===== config.mk =====
export PLATFORM = sky130hd
export DESIGN_NAME = bcd_updown_counter_flat
export DESIGN_NICKNAME = d
export VERILOG_FILES = /design/src/rtl/bcd_updown_counter_if.sv /design/src/rtl/bcd_updown_counter.sv /design/src/flat_wrapper.sv
export SDC_FILE = /design/constraint.sdc
export NUM_CORES = 1
export LEC_CHECK = 0
export CAP_MARGIN = 40
export CELL_PAD_IN_SITES_DETAIL_PLACEMENT = 0
export CELL_PAD_IN_SITES_GLOBAL_PLACEMENT = 2
export CORE_ASPECT_RATIO = 1.2
export CORE_MARGIN = 5
export CORE_UTILIZATION = 23
export CTS_CLUSTER_SIZE = 40
export DETAILED_ROUTE_END_ITERATION = 6
export HOLD_SLACK_MARGIN = 0.06
export PLACE_DENSITY = 0.78
export RECOVER_POWER = 100
export SLEW_MARGIN = 20
export SYNTH_ARGS = -nofsm -noshare
export SYNTH_HDL_FRONTEND = slang
export SYNTH_SLANG_ARGS = --single-unit

===== constraint.sdc =====
create_clock -name clock -period 1.4 [get_ports clock]
set_input_delay 0.28 -clock clock [delete_from_list [all_inputs] [get_ports clock]]
set_output_delay 0.28 -clock clock [all_outputs]
set_load 0.1 [all_outputs]

===== src/rtl/bcd_updown_counter_if.sv =====
// Load/control inputs and count/status outputs of bcd_updown_counter.
// master drives the controls and samples the status; slave is the counter side.
interface bcd_updown_counter_if #(
  parameter int DIGITS = 2
);
  logic                  load_n;
  logic                  enable;
  logic                  updown;
  logic [4*DIGITS-1:0]   load_data;
  logic [4*DIGITS-1:0]   count;
  logic                  carry_out;
  logic                  borrow_out;
  logic                  load_err;
  logic                  at_max;
  logic                  at_zero;

  modport master (
    output load_n, enable, updown, load_data,
    input  count, carry_out, borrow_out, load_err, at_max, at_zero
  );

  modport slave (
    input  load_n, enable, updown, load_data,
    output count, carry_out, borrow_out, load_err, at_max, at_zero
  );
endinterface


===== src/rtl/bcd_updown_counter.sv =====
// Cascaded BCD up/down counter with clamping parallel load; wraps or saturates at the limits.
// Count and pulse flags update one edge after the inputs; no backpressure, at_max/at_zero follow count.
module bcd_updown_counter #(
  parameter int DIGITS = 2,
  parameter int WRAP   = 1
) (
  input  logic                clock,
  input  logic                clear_n,
  bcd_updown_counter_if.slave bus
);
  localparam int W = 4 * DIGITS;

  logic [W-1:0]      count_q;
  logic [W-1:0]      load_fixed;
  logic [W-1:0]      count_inc;
  logic [W-1:0]      count_dec;
  logic [DIGITS-1:0] digit_bad;
  logic [DIGITS:0]   up_en;
  logic [DIGITS:0]   dn_en;
  logic              at_max_w;
  logic              at_zero_w;
  logic              carry_q;
  logic              borrow_q;
  logic              load_err_q;

  assign up_en[0] = 1'b1;
  assign dn_en[0] = 1'b1;

  for (genvar k = 0; k < DIGITS; k++) begin : g_digit
    logic [3:0] cur;
    logic [3:0] ld;

    assign cur          = count_q[4*k +: 4];
    assign ld           = bus.load_data[4*k +: 4];
    assign digit_bad[k] = (ld > 4'd9);
    assign load_fixed[4*k +: 4] = digit_bad[k] ? 4'd9 : ld;

    // A digit steps only when every lower digit is rolling over this edge.
    assign up_en[k+1] = up_en[k] & (cur == 4'd9);
    assign dn_en[k+1] = dn_en[k] & (cur == 4'd0);

    assign count_inc[4*k +: 4] = !up_en[k]      ? cur :
                                 (cur == 4'd9)  ? 4'd0 : cur + 4'd1;
    assign count_dec[4*k +: 4] = !dn_en[k]      ? cur :
                                 (cur == 4'd0)  ? 4'd9 : cur - 4'd1;
  end

  // The full-cascade terms double as the limit detectors.
  assign at_max_w  = up_en[DIGITS];
  assign at_zero_w = dn_en[DIGITS];

  always_ff @(posedge clock) begin
    if (!clear_n) begin
      count_q    <= '0;
      carry_q    <= 1'b0;
      borrow_q   <= 1'b0;
      load_err_q <= 1'b0;
    end else begin
      carry_q    <= 1'b0;
      borrow_q   <= 1'b0;
      load_err_q <= 1'b0;
      if (!bus.load_n) begin
        count_q    <= load_fixed;
        load_err_q <= |digit_bad;
      end else if (bus.enable) begin
        if (bus.updown) begin
          carry_q <= at_max_w;
          if (!at_max_w || (WRAP != 0)) begin
            count_q <= count_inc;
          end
        end else begin
          borrow_q <= at_zero_w;
          if (!at_zero_w || (WRAP != 0)) begin
            count_q <= count_dec;
          end
        end
      end
    end
  end

  assign bus.count      = count_q;
  assign bus.carry_out  = carry_q;
  assign bus.borrow_out = borrow_q;
  assign bus.load_err   = load_err_q;
  assign bus.at_max     = at_max_w;
  assign bus.at_zero    = at_zero_w;
endmodule


===== src/flat_wrapper.sv =====
// flat-port wrapper written by rule: the top's interface ports become plain ports
module bcd_updown_counter_flat 
#(
  parameter int DIGITS = 2,
  parameter int WRAP   = 1
)
  (clock, clear_n, bus_load_n, bus_enable, bus_updown, bus_load_data, bus_count, bus_carry_out, bus_borrow_out, bus_load_err, bus_at_max, bus_at_zero);
  bcd_updown_counter_if #(.DIGITS(DIGITS)) bus_i ();
  input  logic clock;
  input  logic clear_n;
  input wire logic [$bits(bus_i.load_n)-1:0] bus_load_n;
  input wire logic [$bits(bus_i.enable)-1:0] bus_enable;
  input wire logic [$bits(bus_i.updown)-1:0] bus_updown;
  input wire logic [$bits(bus_i.load_data)-1:0] bus_load_data;
  output wire logic [$bits(bus_i.count)-1:0] bus_count;
  output wire logic [$bits(bus_i.carry_out)-1:0] bus_carry_out;
  output wire logic [$bits(bus_i.borrow_out)-1:0] bus_borrow_out;
  output wire logic [$bits(bus_i.load_err)-1:0] bus_load_err;
  output wire logic [$bits(bus_i.at_max)-1:0] bus_at_max;
  output wire logic [$bits(bus_i.at_zero)-1:0] bus_at_zero;
  assign bus_i.load_n = bus_load_n;
  assign bus_i.enable = bus_enable;
  assign bus_i.updown = bus_updown;
  assign bus_i.load_data = bus_load_data;
  assign bus_count = bus_i.count;
  assign bus_carry_out = bus_i.carry_out;
  assign bus_borrow_out = bus_i.borrow_out;
  assign bus_load_err = bus_i.load_err;
  assign bus_at_max = bus_i.at_max;
  assign bus_at_zero = bus_i.at_zero;
  bcd_updown_counter #(.DIGITS(DIGITS), .WRAP(WRAP)) u_core (.clock(clock), .clear_n(clear_n), .bus(bus_i));
endmodule

==> impl_metrics.ini <==
[worst_setup_path]
r2r_setup_slack_ns = -0.30
path_cells = or3_1 > or3_4 > nor3_4 > buf_12
cp_slowest_cell = or3_1
max_stage_delay_ns = 0.36
path_class = reg2out
crit_arrival_ns = 1.66
worstPathRequired_ns = 1.12
critPathCaptureType = output pin
crit_path_max_fanout = 2
crit_path_start_kind = flip-flop

[layout]
regArea_sq_um = 250
synthToLayoutAreaGrowth_pct = 92.3
fillers = 358
final_cells = 199
nets = 174
final_layout_size_suffix_gt1_share_pct = 47.5
multi_input_area_sq_um = 658
final_area_sq_um = 1620
n_antenna_cell = 0

[run_status]
status = complete, but fails checks
violations = negative setup slack

[yosys]
syn_avg_cell_area_sq_um = 7.75
synth-seq-cells = 11
synth_cells = 109
yosysSeqAreaShare_pct = 26.1
yosys_warnings = 0
ys.flop_type = dfxtp_1
syn_area_sq_um = 845
async_flop_share_pct = 0
synth_edf_count = 0
synth.distinct_cells = 41
synth.net_count = 122

[clock_network]
root_buffer = clkbuf_8
clock_sinks = 11
clkSlewWorstSetupHoldPaths_ns = 0.06
ctsHoldBuffers = 0
cts.htree.levels = 1
insertion_delay_ns = 0.24
numCtsBuffers = 3
clockBufferDepth = 2
cts_tree = done

[detailed_routing]
vias = 1023
drtIter0Drc = 29
drt-total-wl_um = 2870
drt_first_pass_iters = 4
drc = 0
vias_per_cell = 5.14
wire_per_inst_um = 14.4
postRouteAntennaNets = 0

[die]
die_y_um = 76.4
num_io_pins = 26
fp-row-count = 24
dieArea_sq_um = 4990
core_sq_um = 3600
die_width_um = 65.3
start_util_pct = 23.4

[sta]
postLayoutSetupSlackWorst_ns = -0.540
slew_headroom_pct = 67.2
worst_pin_slew_ns = 0.495
setup_violations = 9
period_share_pct = 139
hold_viol_final = 0
fin_skew_ns = 0.000588
fin_crit_ns = 1.94
hold_ws_ns = 0.574
rsz0062_at_grt = yes
drv_slew = 0
fmax_mhz = 516

[grt]
grt_overflow = 0
antenna_found_initial = 0
grt_pass1_vias = 1064
grt_pass1_wl_um = 4500
grt_usage_pct = 11.2
grt_max_degree = 19

[pwr]
p_total_uw = 1360
power.leakage_uw = 0.000648
power_density_nw_per_um2 = 840
peakVddDrop_uv = 351

[job]
drv_cap = 0

[placed_design]
dpl.cell_count = 185
detailed_place_hpwl_um = 2080
place_area_sq_um = 1470
place_congestion = 0.757
port_buffers = 25
pre_cts_ws_ns = -0.516

[hold_path]
hold_path_class = reg2reg
-- layout make-up --
cell class              count  area share, %
multi-input cells          82           40.5
clock buffers               4           2.77
flip-flops and latches     11           15.4
inverters                   6           1.39
repair buffers             57           36.9
well taps                  39           3.00
-- stage by stage --
| step | util, % | setup TNS (ns) |
|---|---|---|
| after floorplan | - | -2.88 |
| after global placement | 40.7 | -4.44 |
| after detailed placement | 40.7 | -4.71 |
| after CTS | 44.8 | -1.55 |
| after global routing | 45.1 | -2.48 |
| final | 45.1 | -1.87 |
-- final timing paths --
path	start	to	cells after the start
hold / removal	u_core.bus.count[7]	u_core.bus.borrow_out	2
hold reg to reg	u_core.bus.count[7]	u_core.bus.borrow_out	2
setup / recovery	u_core.bus.count[4]	bus_at_zero	4
setup reg to reg	u_core.bus.count[0]	u_core.bus.count[7]	6
-- sequential cells by signal, indices dropped and copies added, names as in the netlist --
signal                 flops
u_core.bus.count           8
u_core.bus.carry_out       1
u_core.bus.load_err        1
u_core.bus.borrow_out      1
-- cell usage in the layout (no fill, tap or decap), types with 2 or more instances in the layout --
cell              n
dfxtp_1           3
or3_4             2
buf_2             3
nor2_1            8
dfxtp_4           8
clkdlybuf4s50_1   9
buf_12           10
a21oi_1           3
buf_6             6
nand2_1           4
o21ai_0           4
nand4b_1          3
nand4_1           2
nor2b_1           2
buf_4            25
nor4_4            2
nand3_1           3
o21ai_1           5
or3_1             2
and3_1            2
nand2b_1          2
a21oi_2           2
a221oi_2          4
xnor2_1           4
nor4_1            2
nor3_1            3
inv_1             6
clkbuf_8          3
-- synthesized netlist by cell type (2+ instances only) --
cell	instances	share of area, %
nand4_1	2	1.5
nand4b_1	3	3.1
o21ai_0	5	3.0
nand3_1	4	2.4
nand2b_1	2	1.5
xnor2_1	5	5.2
buf_2	7	4.1
buf_4	2	1.8
o21ai_1	4	2.4
nor2_1	8	3.6
a221oi_1	4	4.1
and3_1	2	1.5
or4_1	2	1.8
dfxtp_1	11	26
a21oi_1	5	3.0
nand2_1	4	1.8
nor2b_1	2	1.5
or3_1	3	2.2
inv_1	6	2.7
nor3_1	4	2.4
nor4_1	4	3.0
-- power breakdown --
group	internal [uW]	total [uW]	switching [uW]
clock	201	340	138
sequential	329	341	11.9
combinational	299	683	384
total	829	1360	534
-- timing repair --
| item | CTS | global route |
|---|---|---|
| buffers inserted | 6 | 4 |
| gates resized for setup | 14 | 15 |
| pin swaps | 9 | 11 |
| setup endpoints to repair | 11 | 11 |
-- critical path, delay by kind of cell (launching register included) --
| family | cells | cell delay, ns |
|---|---|---|
| DFF | 1 | 0.33 |
| buffers and inverters | 1 | 0.20 |
| and+or+nand+nor | 3 | 0.88 |
-- per-layer routing --
metal / share of wire (%) / vias to the layer above / track usage (%)
li1: - / 510 / -
met1: 42 / 477 / 12.5
met2: 53 / 30 / 19.7
met3: 2.3 / 6 / 1.77
met4: 2.5 / 0 / 6.02
met5: 0 / - / 0
-- cell families (layout without fill, tap and decap cells) --
group	count (synthesis)	in the layout	share of synthesized area [%]
simple gates	47	47	33.6
compound gates	29	29	24.9
buf+inv	16	67	9.04
flops	11	11	26.1
xor+xnor	5	5	5.18
mux	1	1	1.19
Note: power is estimated with default switching activity, not from simulation.
